`src/rtl/lcd_pkg.sv`:
```
// Shared definitions for the HD44780 controller: FSM states, init ROM, command constants
// and the clear/home classifier that selects the long busy wait.
package lcd_pkg;

  typedef enum logic [2:0] {
    ST_PWRUP     = 3'd0,
    ST_INIT_LOAD = 3'd1,
    ST_SETUP     = 3'd2,
    ST_PULSE     = 3'd3,
    ST_HOLD      = 3'd4,
    ST_WAIT      = 3'd5,
    ST_IDLE      = 3'd6
  } lcd_state_e;

  localparam int INIT_LEN   = 6;
  localparam int INIT_IDX_W = 3;

  localparam logic [7:0] FUNC_SET_8B2L = 8'h38;
  localparam logic [7:0] DISP_ON       = 8'h0C;
  localparam logic [7:0] CLEAR         = 8'h01;
  localparam logic [7:0] ENTRY_INC     = 8'h06;

  function automatic logic [7:0] init_rom(input logic [INIT_IDX_W-1:0] idx);
    logic [7:0] val;
    case (idx)
      3'd0, 3'd1, 3'd2: val = FUNC_SET_8B2L;
      3'd3:             val = DISP_ON;
      3'd4:             val = CLEAR;
      3'd5:             val = ENTRY_INC;
      default:          val = 8'h00;
    endcase
    return val;
  endfunction

  // Clear display (0x01) and return home (0x02/0x03) need the long execution wait.
  function automatic logic is_clear_home(input logic rs, input logic [7:0] data);
    return (rs == 1'b0) && (data[7:2] == 6'd0) && (data != 8'h00);
  endfunction

endpackage

```
`src/rtl/lcd_delay_counter.sv`:
```
// Reloadable compare-to-zero down-counter; a start with load N raises done on the N-th cycle
// after the start edge, so the caller's state lasts exactly N cycles.
module lcd_delay_counter #(
  parameter int CNT_W = 8
) (
  input  logic             clk,
  input  logic             rst,
  input  logic             start,
  input  logic [CNT_W-1:0] load,
  output logic             busy,
  output logic             done
);

  logic [CNT_W-1:0] cnt_r;
  logic             run_r;

  // Count down from load-1 and stop at zero without wrapping
  always_ff @(posedge clk or posedge rst) begin
    if (rst) begin
      cnt_r <= '0;
      run_r <= 1'b0;
    end else if (start) begin
      cnt_r <= (load == '0) ? '0 : load - CNT_W'(1);
      run_r <= 1'b1;
    end else if (run_r && (cnt_r == '0)) begin
      cnt_r <= cnt_r;
      run_r <= 1'b0;
    end else if (run_r) begin
      cnt_r <= cnt_r - CNT_W'(1);
      run_r <= run_r;
    end else begin
      cnt_r <= cnt_r;
      run_r <= run_r;
    end
  end

  assign busy = run_r;
  assign done = run_r && (cnt_r == '0);

endmodule

```
`src/rtl/lcd_hd44780_ctrl.sv`:
```
// HD44780 write-only timing engine: runs the power-up init sequence, then writes one byte per
// valid/ready handshake with setup, enable pulse, hold and busy wait on the 8-bit bus.
module lcd_hd44780_ctrl
  import lcd_pkg::*;
#(
  parameter int PWRUP_CYC    = 2_000_000,
  parameter int SETUP_CYC    = 2,
  parameter int EN_CYC       = 25,
  parameter int HOLD_CYC     = 2,
  parameter int CMD_WAIT_CYC = 2_500,
  parameter int CLR_WAIT_CYC = 100_000
) (
  input  logic       clk,
  input  logic       rst,
  input  logic       req_valid,
  input  logic       req_rs,
  input  logic [7:0] req_data,
  output logic       req_ready,
  output logic       init_done,
  output logic [7:0] lcd_data,
  output logic       lcd_rs,
  output logic       lcd_en
);

  localparam int MAX_A   = (PWRUP_CYC > CLR_WAIT_CYC) ? PWRUP_CYC : CLR_WAIT_CYC;
  localparam int MAX_B   = (CMD_WAIT_CYC > EN_CYC) ? CMD_WAIT_CYC : EN_CYC;
  localparam int MAX_C   = (SETUP_CYC > HOLD_CYC) ? SETUP_CYC : HOLD_CYC;
  localparam int MAX_AB  = (MAX_A > MAX_B) ? MAX_A : MAX_B;
  localparam int MAX_CYC = (MAX_AB > MAX_C) ? MAX_AB : MAX_C;
  localparam int CNT_W   = $clog2(MAX_CYC + 1);

  // Power-up spends one cycle arming the counter, so the counted part is one shorter.
  localparam logic [CNT_W-1:0] LD_PWRUP = CNT_W'(PWRUP_CYC - 1);
  localparam logic [CNT_W-1:0] LD_SETUP = CNT_W'(SETUP_CYC);
  localparam logic [CNT_W-1:0] LD_EN    = CNT_W'(EN_CYC);
  localparam logic [CNT_W-1:0] LD_HOLD  = CNT_W'(HOLD_CYC);
  localparam logic [CNT_W-1:0] LD_CMD   = CNT_W'(CMD_WAIT_CYC);
  localparam logic [CNT_W-1:0] LD_CLR   = CNT_W'(CLR_WAIT_CYC);
  localparam logic [INIT_IDX_W-1:0] INIT_LAST = INIT_IDX_W'(INIT_LEN - 1);

  lcd_state_e            state_r;
  lcd_state_e            state_nx_s;
  logic [INIT_IDX_W-1:0] init_idx_r;
  logic [INIT_IDX_W-1:0] init_idx_nx_s;
  logic                  init_done_r;
  logic                  init_done_nx_s;
  logic                  req_ready_r;
  logic                  req_ready_nx_s;
  logic [7:0]            lcd_data_r;
  logic [7:0]            lcd_data_nx_s;
  logic                  lcd_rs_r;
  logic                  lcd_rs_nx_s;
  logic                  lcd_en_r;
  logic                  lcd_en_nx_s;
  logic                  init_last_s;
  logic                  cnt_start_s;
  logic [CNT_W-1:0]      cnt_load_s;
  logic                  cnt_busy_s;
  logic                  cnt_done_s;

  assign init_last_s = (init_idx_r == INIT_LAST);

  lcd_delay_counter #(
    .CNT_W (CNT_W)
  ) u_delay (
    .clk   (clk),
    .rst   (rst),
    .start (cnt_start_s),
    .load  (cnt_load_s),
    .busy  (cnt_busy_s),
    .done  (cnt_done_s)
  );

  // State register
  always_ff @(posedge clk or posedge rst) begin
    if (rst) begin
      state_r <= ST_PWRUP;
    end else begin
      state_r <= state_nx_s;
    end
  end

  // Next-state logic; every timed state leaves on the delay counter's done pulse
  always_comb begin
    state_nx_s = state_r;
    case (state_r)
      ST_PWRUP:     state_nx_s = cnt_done_s ? ST_INIT_LOAD : ST_PWRUP;
      ST_INIT_LOAD: state_nx_s = ST_SETUP;
      ST_SETUP:     state_nx_s = cnt_done_s ? ST_PULSE : ST_SETUP;
      ST_PULSE:     state_nx_s = cnt_done_s ? ST_HOLD : ST_PULSE;
      ST_HOLD:      state_nx_s = cnt_done_s ? ST_WAIT : ST_HOLD;
      ST_WAIT: begin
        if (!cnt_done_s) begin
          state_nx_s = ST_WAIT;
        end else if (init_done_r || init_last_s) begin
          state_nx_s = ST_IDLE;
        end else begin
          state_nx_s = ST_INIT_LOAD;
        end
      end
      ST_IDLE:      state_nx_s = (req_valid && req_ready_r) ? ST_SETUP : ST_IDLE;
      default:      state_nx_s = ST_PWRUP;
    endcase
  end

  // Output and counter-control logic, evaluated against the upcoming state
  always_comb begin
    lcd_data_nx_s  = lcd_data_r;
    lcd_rs_nx_s    = lcd_rs_r;
    init_idx_nx_s  = init_idx_r;
    init_done_nx_s = init_done_r;
    cnt_start_s    = 1'b0;
    cnt_load_s     = '0;

    if (state_r == ST_INIT_LOAD) begin
      lcd_data_nx_s = init_rom(init_idx_r);
      lcd_rs_nx_s   = 1'b0;
    end else if ((state_r == ST_IDLE) && (state_nx_s == ST_SETUP)) begin
      lcd_data_nx_s = req_data;
      lcd_rs_nx_s   = req_rs;
    end else begin
      lcd_data_nx_s = lcd_data_r;
      lcd_rs_nx_s   = lcd_rs_r;
    end

    if ((state_r == ST_WAIT) && cnt_done_s && !init_done_r) begin
      if (init_last_s) begin
        init_done_nx_s = 1'b1;
      end else begin
        init_idx_nx_s = init_idx_r + INIT_IDX_W'(1);
      end
    end else begin
      init_idx_nx_s  = init_idx_r;
      init_done_nx_s = init_done_r;
    end

    if ((state_r == ST_PWRUP) && !cnt_busy_s) begin
      cnt_start_s = 1'b1;
      cnt_load_s  = LD_PWRUP;
    end else if (state_nx_s != state_r) begin
      case (state_nx_s)
        ST_SETUP: begin cnt_start_s = 1'b1; cnt_load_s = LD_SETUP; end
        ST_PULSE: begin cnt_start_s = 1'b1; cnt_load_s = LD_EN;    end
        ST_HOLD:  begin cnt_start_s = 1'b1; cnt_load_s = LD_HOLD;  end
        ST_WAIT: begin
          cnt_start_s = 1'b1;
          cnt_load_s  = is_clear_home(lcd_rs_r, lcd_data_r) ? LD_CLR : LD_CMD;
        end
        default: begin cnt_start_s = 1'b0; cnt_load_s = '0; end
      endcase
    end else begin
      cnt_start_s = 1'b0;
      cnt_load_s  = '0;
    end

    lcd_en_nx_s    = (state_nx_s == ST_PULSE);
    req_ready_nx_s = (state_nx_s == ST_IDLE) && init_done_nx_s;
  end

  // Output registers; async reset clears the enable strobe immediately
  always_ff @(posedge clk or posedge rst) begin
    if (rst) begin
      init_idx_r  <= '0;
      init_done_r <= 1'b0;
      req_ready_r <= 1'b0;
      lcd_data_r  <= 8'h00;
      lcd_rs_r    <= 1'b0;
      lcd_en_r    <= 1'b0;
    end else begin
      init_idx_r  <= init_idx_nx_s;
      init_done_r <= init_done_nx_s;
      req_ready_r <= req_ready_nx_s;
      lcd_data_r  <= lcd_data_nx_s;
      lcd_rs_r    <= lcd_rs_nx_s;
      lcd_en_r    <= lcd_en_nx_s;
    end
  end

  assign req_ready = req_ready_r;
  assign init_done = init_done_r;
  assign lcd_data  = lcd_data_r;
  assign lcd_rs    = lcd_rs_r;
  assign lcd_en    = lcd_en_r;

endmodule

```
`config.mk`:
```
export PLATFORM = sky130hd
export DESIGN_NAME = lcd_hd44780_ctrl
export DESIGN_NICKNAME = d
export VERILOG_FILES = /design/src/rtl/lcd_pkg.sv /design/src/rtl/lcd_delay_counter.sv /design/src/rtl/lcd_hd44780_ctrl.sv
export SDC_FILE = /design/constraint.sdc
export NUM_CORES = 1
export LEC_CHECK = 0
export CELL_PAD_IN_SITES_DETAIL_PLACEMENT = 0
export CELL_PAD_IN_SITES_GLOBAL_PLACEMENT = 1
export CORE_ASPECT_RATIO = 1.1
export CORE_UTILIZATION = 44
export CTS_CLUSTER_SIZE = 25
export DETAILED_ROUTE_END_ITERATION = 16
export HOLD_SLACK_MARGIN = 0.06
export PLACE_DENSITY_LB_ADDON = 0.1
export SETUP_SLACK_MARGIN = 0.3
export SYNTH_ARGS = -nofsm -noshare
export SYNTH_HDL_FRONTEND = slang
export SYNTH_SLANG_ARGS = --single-unit
```
`constraint.sdc`:
```
create_clock -name clk -period 4.5 [get_ports clk]
set_clock_uncertainty 0.15 [all_clocks]
set_input_delay 1.35 -clock clk [delete_from_list [all_inputs] [get_ports clk]]
set_output_delay 1.35 -clock clk [all_outputs]
set_load 0.05 [all_outputs]
```
==> After elaboration in Yosys (flattened, before gate mapping) <==
Cells that the tools add are included.
{ "classes": {"n_addsub": 3, "eq_ne": 18, "mux": 28, "n_bitwise": 2, "reduce_logical": 26} }
{ "op_table": {"columns": ["cell", "count"], "rows": [
  ["$mux W21", 6],
  ["$pmux W17 S3", 1],
  ["$logic_not A21 Y1", 2],
  ["$sub A21 B1 Y21 const B", 2],
  ["$eq A3 B3 Y1 const B", 8],
  ["$pmux W6 S4", 1],
  ["$pmux W3 S7", 1],
  ["$eq A3 B2 Y1 const B", 6],
  ["$mux W17", 1],
  ["$mux W8", 2],
  ["$mux W1", 12],
  ["$mux W3", 4],
  ["$logic_and A1 B1 Y1", 9],
  ["$reduce_bool A8 Y1", 1],
  ["$eq A3 B1 Y1 const B", 2],
  ["$logic_not A3 Y1", 2],
  ["$logic_not A6 Y1", 1],
  ["$reduce_bool A2 Y1", 3],
  ["$reduce_and A2 Y1", 2],
  ["$reduce_or A4 Y1", 1],
  ["$add A3 B1 Y3 const B", 1],
  ["$ne A3 B3 Y1", 1],
  ["$reduce_or A3 Y1", 1],
  ["$logic_not A1 Y1", 2],
  ["other kinds (4)", 5]
]} }
{ "word_totals": {"regBits": 40, "in_bits": 12, "out_inout_bits": 12, "elab_cells": 86} }

==> Longest topological paths before layout <==
Gate-level depths: netlist of run 1.
{ "depth": {"ltp_word": 13, "ltp_mapped": 14, "ltp_nobuf": 13} }

==> Modules after synthesis <==
From an unflattened synthesis of run 1, not the netlist that was laid out.
{ "unflattened": {"cells_unflattened": 318, "hier_area_um2": 2782.7} }
{ "modules_own_cells": {"columns": ["mod", "n_inst", "cells_per_inst", "area_per_inst_um2", "seq_area_each_um2"], "rows": [
  ["lcd_delay_counter", 1, 196, 1701.6, 550.5],
  ["lcd_hd44780_ctrl", 1, 122, 1081.0, 450.4]
]} }

==> Worst setup path before layout of run 1 <==
Ideal clock, no wire load.
{ "synth_timing": {"path_type": "input port to flip-flop", "start": "input req_valid", "end": "register u_delay.cnt_r[6]", "setup_ns": 0.129, "t_arrival_ns": 2.928, "t_required_ns": 4.221, "slack_ns": 1.293, "path_stages": 8, "path_buffers": 0, "cell_sequence": "nand2_1 -> nor3_2 -> nor2_1 -> ha_1 -> o21ai_0 -> a21bo_2 -> o21ai_0 -> o21ai_0"} }
{ "synth_via": {"elab_chain_len": 11, "word_cells_on_any_way": 23, "classes_between": "add/sub (1); eq/ne (6); mux (10); reduce/logical (6)"} }
{ "synth_rtl": {"columns": ["item", "line", "text"], "rows": [
  ["start, declared", "lcd_hd44780_ctrl.sv:15", "input logic req_valid,"],
  ["$logic_and A1 B1 Y1 *", "lcd_hd44780_ctrl.sv:101", "ST_IDLE: state_nx_s = (req_valid && req_ready_r) ? ST_SETUP : ST_IDLE;"],
  ["$mux W3 *", "lcd_hd44780_ctrl.sv:101", null],
  ["$pmux W3 S7 *", "lcd_hd44780_ctrl.sv:86", "case (state_r)"],
  ["$eq A3 B2 Y1 / $eq A3 B3 Y1 (equally long branches)", "lcd_hd44780_ctrl.sv:141", "case (state_nx_s)"],
  ["$reduce_or A2 Y1 (no line)", null, null],
  ["$pmux W17 S3", "lcd_hd44780_ctrl.sv:141", null],
  ["$mux W21", "lcd_hd44780_ctrl.sv:140", "end else if (state_nx_s != state_r) begin"],
  ["$mux W21", "lcd_hd44780_ctrl.sv:137", "if ((state_r == ST_PWRUP) && !cnt_busy_s) begin"],
  ["$sub A21 B1 Y21 / $logic_not A21 Y1 (equally long branches)", "lcd_delay_counter.sv:23", "cnt_r <= (load == '0) ? '0 : load - CNT_W'(1);"],
  ["$mux W21", "lcd_delay_counter.sv:23", null],
  ["$mux W21", "lcd_delay_counter.sv:22", "end else if (start) begin"],
  ["end signal, assigned", "lcd_delay_counter.sv:23", null],
  ["end signal, assigned", "lcd_delay_counter.sv:26", "cnt_r <= cnt_r;"],
  ["end signal, assigned", "lcd_delay_counter.sv:29", "cnt_r <= cnt_r - CNT_W'(1);"],
  ["end, declared", "lcd_delay_counter.sv:14", "logic [CNT_W-1:0] cnt_r;"]
]} }
Mark *: on every way between the ends. The rest lies on a longest branch, timed or not.
A chain may end at the register's enable or synchronous reset.

==> Worst setup path in the final report of run 1 <==
{ "layout_timing": {"start": "register u_delay.cnt_r[0]", "end": "register u_delay.cnt_r[6]"} }
{ "layout_via": {"elab_chain_len": 12, "word_cells_on_any_way": 31, "classes_between": "add/sub (2); eq/ne (6); mux (16); reduce/logical (7)"} }
{ "layout_rtl": {"columns": ["item", "line", "text"], "rows": [
  ["$logic_not A21 Y1", "lcd_delay_counter.sv:25, lcd_delay_counter.sv:38", null],
  ["$logic_and A1 B1 Y1", "lcd_delay_counter.sv:25, lcd_delay_counter.sv:38", null],
  ["$mux W3, or another cell as far along", "lcd_hd44780_ctrl.sv:93", "if (!cnt_done_s) begin"],
  ["$pmux W3 S7", "lcd_hd44780_ctrl.sv:86", null],
  ["$eq A3 B2 Y1 / $eq A3 B3 Y1 (equally long branches)", "lcd_hd44780_ctrl.sv:141", null],
  ["$reduce_or A2 Y1 (no line)", null, null],
  ["$pmux W17 S3", "lcd_hd44780_ctrl.sv:141", null],
  ["$mux W21", "lcd_hd44780_ctrl.sv:140", null],
  ["$mux W21", "lcd_hd44780_ctrl.sv:137", null],
  ["$sub A21 B1 Y21 / $logic_not A21 Y1 (equally long branches)", "lcd_delay_counter.sv:23", null],
  ["$mux W21", "lcd_delay_counter.sv:23", null],
  ["$mux W21", "lcd_delay_counter.sv:22", null]
]} }
Parallel ways exist; a longest one is shown, timed or not. The select of a mux whose other input is x is not followed.

==> impl_results.md, run 1 <==
- Fmax: 295 MHz
- Worst slew pin tran: between 900 and 1000 ps
- Final slew viol count: 0
- RSZ-0062 raised after global routing: false
- Vias in the first global route: between 2000 and 2500
- WL/cell: approximately 17 microns
- Synth cell types: 64
- Final period utilization: between 70% and 80%
- Initial antenna violation count: 0
- Slew headroom: a little under two fifths
- Dpl hpwl: ~4700 microns
- Required time of the critical path: roughly 4500 ps
- Post-Synth XOR/XNOR Area: 3.01%
- H-tree level count: 2
- Clk root buf: clkbuf_8
- Startpoint types: flip-flop
- Post-Syn Instances: between 200 and 300
- Post-synthesis adder-cell area fraction: 4.30%
- Setup-failing EPs final: 0
- Cell taking the most area after synthesis: dfrtp_1
- P per Cell Area: ~220 nW/um^2
- Main combinational cell family by area after synthesis: simple AND/OR/NAND/NOR gates
- DIE WIDTH: 75.5 microns
- Synth Area in Compound Gates: 20.2%
- Crit path kind: flip-flop to flip-flop
- Tmin final: between 3000 and 4000 ps
- Max cap viols: 0
- Buffer count from post-CTS setup fixing: 0
- Finished Layout Cells: about 400
- Number of port buffers: 23
- Global-route wire length before repair: around 11000 microns
- Ports: 24
- Routability congestion estimate: just under 0.8
- Syn_nets: 314
- Worst stage delay on the critical path: around 520 ps
- YS warnings: 0
- Most used cell, CP: o21ai_0
- Placed cells: just under 400
- Standard-cell row count: 29
- Flop and latch count out of synthesis: 40
- DR vias/cell: between 5 and 6
- Avg Synthesized Cell Area: 8.93 sq um
- Detailed Route WL: about 6600 microns
- Total CTS buffers: 5
- Share of layout cells above drive strength 1: 12.2%
- Skew-Pair Late Insertion Delay: around 300 ps
- Nets@finish: roughly 340
- Status: completed
- CP max stage cell: or3b_2
- Hold_buf cts: 0
- Peak VDD IR: ~0.14 mV
- Initial core utilization: 45.4%
- Area of the mapped netlist: ~2600 sq um
- Top FF cell, synth: dfrtp_1
- Syn-to-layout area delta: 16.3%
- Final antenna-violating net count: 0
- CTS tree: built
- Largest net degree at the start of global routing: a little over 40
- Post-synthesis mux area share: around 3.1%
- Util after Layout: a little over half
- Crit-path cells: inv_1 -> ha_1 -> or3b_2 -> nor3_2 -> buf_4 -> and3_2 -> nor2_1 -> nor3_1 -> nor2_1 -> ha_1 -> o21ai_0 -> a21bo_2 -> o21ai_0 -> o21ai_0
- Top cells by area, synth: dfrtp_1 38%, nor2_1 5.2%, ha_1 4.3%
- GRT overflow: 0
- Drt drc: 0
- Post-cts resize count: 0
- Most common cell in the netlist: dfrtp_1
- DR pass1 iterations: 4
- CTS sink count: 40
- Vias: 2298
- Core box area: roughly 5800 sq um
- Clock Path Buffers: 2
- CP arrival: 3410 ps
- Post-synth ARST share: 100%
- Power, Total: about 0.68 mW
- Synth top area share: 38.2%
- Simple logic cell fraction of the synthesized area: a little over a quarter
- Register area share after synthesis: a little under two fifths
- Die ar.: 6260 sq um
- Clock-pin slew on the worst setup and hold paths: 80 ps
- Initial DRC Count: 164
- Total GRT Usage: about 23%
- Ant. Diodes: 0
- Die height: 82.9 microns
- Setup TNS: 0 ps
- Post-synth EDFFs: 0
- Final Hold Viols: 0
- Crit path capture type: flip-flop
- Synth top cells by count: 40 x dfrtp_1, 36 x nor2_1, 20 x nand2_1
- Hold Path Class: flip-flop to flip-flop
- Worst-path fanout max: 9
- Leak Pwr: approximately 1.3 nW
kinds of logic (layout without fill, tap and decap cells):
group | Yosys count | after routing
AOI/OAI and AO/OA | 77 | 77
xor gates and xnor gates | 9 | 9
adders and majority gates | 9 | 9
muxes | 8 | 8
buffers and inverters | 24 | 50
DFF | 40 | 40
and+or+nand+nor | 126 | 126
layout make-up:
class	count	area [sq um]
Sequential cell	40	1000
Multi-Input combinational cell	229	1520
Timing Repair Buffer	28	268
Inverter	14	52.6
Clock buffer	6	72.6
Clock inverter	2	35.0
Tap cell	77	96.3
Fill cell	563	2730
routing by layer:
metal	vias up	global-route usage, %	share of wire [%]
li1	1135	-	-
met1	1111	30.7	45
met2	47	38.4	50
met3	5	4.61	3.9
met4	0	5.22	1.1
met5	-	0	0
worst max-delay path, delay by kind of cell, from the launching register on:
family          cells  cell delay (ps)
compound gates      4              630
fa+ha+maj           2              460
buf+inv             2              290
flops               1              430
simple gates        6             1310
power breakdown:
| group | total (mW) | switching, mW | internal (mW) |
|---|---|---|---|
| sequential | 0.359 | 0 | 0.359 |
| clock | 0.299 | 0.134 | 0.165 |
| combinational | 0.0175 | 0.00851 | 0.00902 |
sequential cells by signal (all words and copies together) (netlist names), 3 cells and up:
register and flops:
init_idx_r 3, state_r 3, lcd_data 8, u_delay.cnt_r 21
stage by stage:
stage	hold WS, ps	setup WS (ps)	area (sq um)
6_report	365	1110	3040
5_1_grt	399	973	3040
4_1_cts	376	1160	3040
3_5_place_dp	358	909	2940
3_3_place_gp	354	897	2940
2_1_floorplan	327	1290	2620
placed cells by master (no fill, tap or decap), types with 5 or more instances in the layout:
cell type / instances
mux2i_1: 7
nand2b_1: 5
a31oi_1: 8
dfrtp_1: 40
nor4_1: 6
inv_1: 13
buf_4: 5
o21ai_0: 16
nand3_1: 7
clkdlybuf4s50_1: 23
clkbuf_8: 5
nand4_1: 7
nor2_1: 36
xor2_1: 5
nor3_1: 11
nand2_1: 20
ha_1: 9
a21oi_1: 15
and3_1: 5
worst paths after layout:
check	from	endpoint	slack (ps)	cells after the start
min in group asynchronous	rst	u_delay.cnt_r[11]	1330	3
setup reg to reg	u_delay.cnt_r[0]	u_delay.cnt_r[6]	1110	14
max in group asynchronous	rst	state_r[2]	2500	3
hold reg to reg	u_delay.cnt_r[19]	u_delay.cnt_r[19]	360	1
setup / recovery	u_delay.cnt_r[0]	u_delay.cnt_r[6]	1110	14
hold / removal	u_delay.cnt_r[19]	u_delay.cnt_r[19]	360	1
Power figures use the tool's default switching activity.
==> inputs of run 2 (changes only) <==
CORE_UTILIZATION = 40   (was 44)
clock period = 2.9 ns   (was 4.5 ns; I/O delays follow)
==> run 2 against run 1 <==
Net effect:
- sequential power up 55%
- non-clock buffer count increased by 45
- register-to-register slack got worse by 1000 ps
- final cell count is 12% higher
==> impl_results.md, run 2 (synthesis gave the netlist of run 1 again) <==
- DR pass1 iterations: 4 (unchanged)
- Drt drc: 0 (unchanged)
- CP Buf/Inv Count: 4 (+2)
- Syn-to-layout area delta: 33.1%
- Hold Path Class: flip-flop to flip-flop
- DR vias/cell: 5.65 (-2.7%)
- Reg area: 1000 sq um (unchanged)
- Setup-failing EPs final: 0 (unchanged)
- Crit-path cells: or4_4 -> nor4_4 -> buf_4 -> buf_6 -> buf_4 -> buf_6 -> a21oi_4 -> o311ai_0 -> o21ai_1 -> or4b_1
- Initial antenna violation count: 0 (unchanged)
- Power, Total: 0.964 mW (+43%)
- Detailed Route WL: 7410 microns (+12%)
- Peak VDD IR: 0.226 mV (+61%)
- Ports: 24 (unchanged)
- Total CTS buffers: 5 (unchanged)
- FILL cells: 603 (+7.1%)
- P per Cell Area: 277 nW/um^2 (+25%)
- Vias: 2502 (+8.9%)
- Skew-Pair Late Insertion Delay: 310 ps (about the same)
- Fin Hold WS: 391 ps (+26.1 ps)
- H-tree level count: 2 (unchanged)
- Clock Path Buffers: 2 (unchanged)
- Initial DRC Count: 133 (-19%)
- Clk root buf: clkbuf_8
- Global-route wire length before repair: 12300 microns (+10%)
- Die height: 86.8 microns (+4.8%)
- Final slew viol count: 0 (unchanged)
- Ant. Diodes: 0 (unchanged)
- Total GRT Usage: 23.5% (+0.37 points)
- Number of port buffers: 23 (unchanged)
- Reg2reg start: u_delay.cnt_r[10]
- Die ar.: 6870 sq um (+9.7%)
- Worst-path fanout max: 7 (-2)
- CP max stage cell: or4_4
- Largest delay contributor family on the critical path: simple AND/OR/NAND/NOR gates
- Hold Path End: init_idx_r[0]
- Post-DP Area: 3190 sq um (+8.5%)
- Tmin final: 2810 ps (-577 ps)
- Setup TNS: 0 ps (unchanged)
- Share of layout cells above drive strength 1: 25.9% (+14 points)
- Final antenna-violating net count: 0 (unchanged)
- Commonest cells after routing, fill and taps aside: 46 x buf_4, 40 x dfrtp_1, 34 x nor2_1, 23 x clkdlybuf4s50_1, 19 x nand2_1
- WL/cell: 16.7 microns (+0.16%)
- DIE WIDTH: 79.1 microns (+4.8%)
- Standard-cell row count: 30 (+3.4%)
- Status: completed
- Final Hold Viols: 0 (unchanged)
- Area of the multi-input gates: 1620 sq um (+6.6%)
- Initial core utilization: 42.0% (-3.4 points)
- Reg2Reg Depth: 10 (-4)
- FF-to-FF setup slack: 90 ps (-1020 ps)
- CTS sink count: 40 (unchanged)
- Largest net degree at the start of global routing: 41 (unchanged)
- Worst hold path depth: 1 (unchanged)
- FF-to-FF End: u_delay.cnt_r[3]
- Required time of the critical path: 2930 ps (-1590 ps)
- Slew headroom: 55.1% (+18 points)
- Vias in the first global route: 2432 (+8.0%)
- Fmax: 356 MHz (+21%)
- Worst slew pin tran: 665 ps (-272 ps)
- Crit path capture type: flip-flop
- Placed cells: 416 (+7.2%)
- Leak Pwr: 1.50 nW (+17%)
- Max cap viols: 0 (unchanged)
- Worst hold start: init_idx_r[0]
- Top reg by flops: u_delay.cnt_r
- GRT overflow: 0 (unchanged)
- Routability congestion estimate: 0.840 (+6.5%)
- Final period utilization: 96.9% (+22 points)
- Crit path kind: flip-flop to flip-flop
- Max reg flops: 21 (unchanged)
- Core box area: 6230 sq um (+8.0%)
- CTS tree: built
- RSZ-0062 raised after global routing: true
- Commonest non-fill, non-tap cell in the layout: buf_4
- Startpoint types: flip-flop
- Clock-pin slew on the worst setup and hold paths: 90 ps (about the same)
- Dpl hpwl: 5190 microns (+9.8%)
- Nets@finish: 384 (+13%)
- Design Area, Final: 3480 sq um (+14%)
- Finished Layout Cells: 443 (+12%)
- Worst stage delay on the critical path: 580 ps (+60 ps)
- Hold_buf cts: 0 (unchanged)
- CP arrival: 2840 ps (-570 ps)
[run 2: changes by cell type in the layout (fill, tap and decap cells not counted), moves of 3 or more]
cell     delta
buf_6       +3
buf_4      +41
o21ai_1     +6
o21ai_0     -6
[run 2: worst max path at each step]
stage / from / end / slack [ps] / cells past startpoint
2_1_floorplan: u_delay.cnt_r[11] / u_delay.cnt_r[6] / -150 / 12
3_3_place_gp: req_valid / u_delay.cnt_r[3] / 6 / 8
3_5_place_dp: req_valid / u_delay.cnt_r[3] / -9 / 8
4_1_cts: u_delay.cnt_r[3] / u_delay.cnt_r[6] / 160 / 11
5_1_grt: u_delay.cnt_r[10] / u_delay.cnt_r[14] / -0.5 / 9
6_report: u_delay.cnt_r[10] / u_delay.cnt_r[3] / 90 / 10
[run 2: worst register-to-register path: stages (launching register included)]
cell,delay [ps]
dfrtp_1,390
or4_4,580
nor4_4,310
buf_4,170
buf_6,120
buf_4,120
buf_6,90
a21oi_4,60
o311ai_0,80
o21ai_1,110
or4b_1,520
[run 2: cell type report]
cell class / count / share of cell area, %
clock buffer: 5 / 1.98
clock inverter: 2 / 0.359
inverter: 14 / 1.51
multi-input combinational: 229 / 46.5
sequential: 40 / 28.7
tap: 80 / 2.87
timing repair buffer: 73 / 18.1
[run 2: per-stage QoR]
step,setup WS [ps],util [%]
floorplan,-152,-
finish,90.7,55.9
global route,-0.532,55.9
detailed placement,-8.69,51.1
CTS,161,53.5
global placement,5.96,51.1
[run 2: power by group]
group | internal, mW | switching (mW) | leakage [nW]
clock | 0.163 | 0.216 | 0.0400
combinational | 0.0140 | 0.0133 | 0.962
sequential | 0.557 | 0 | 0.494
[run 2: layer usage]
| layer | track usage, % | up-vias | routed length [microns] |
|---|---|---|---|
| met5 | 0 | - | 0 |
| met4 | 6.78 | 0 | 95 |
| met3 | 4.11 | 8 | 223 |
| met2 | 39.7 | 48 | 3670 |
| met1 | 30.8 | 1213 | 3420 |
| li1 | - | 1233 | - |
[run 2: what timing repair did]
item | in CTS | in global routing
gates cloned | 0 | 0
setup endpoints to repair | 13 | 17
pin swaps | 8 | 10
setup buffers | 5 | 15
resized for setup | 5 | 9
==> inputs of run 3 (changes only) <==
CTS_BUF_LIST = sky130_fd_sc_hd__clkbuf_4 sky130_fd_sc_hd__clkbuf_8 sky130_fd_sc_hd__clkbuf_16   (was not set)
SLEW_MARGIN = 20   (was not set)
==> results of run 3 <==
The final DEF is identical to that of run 2; final timing and power are the same.
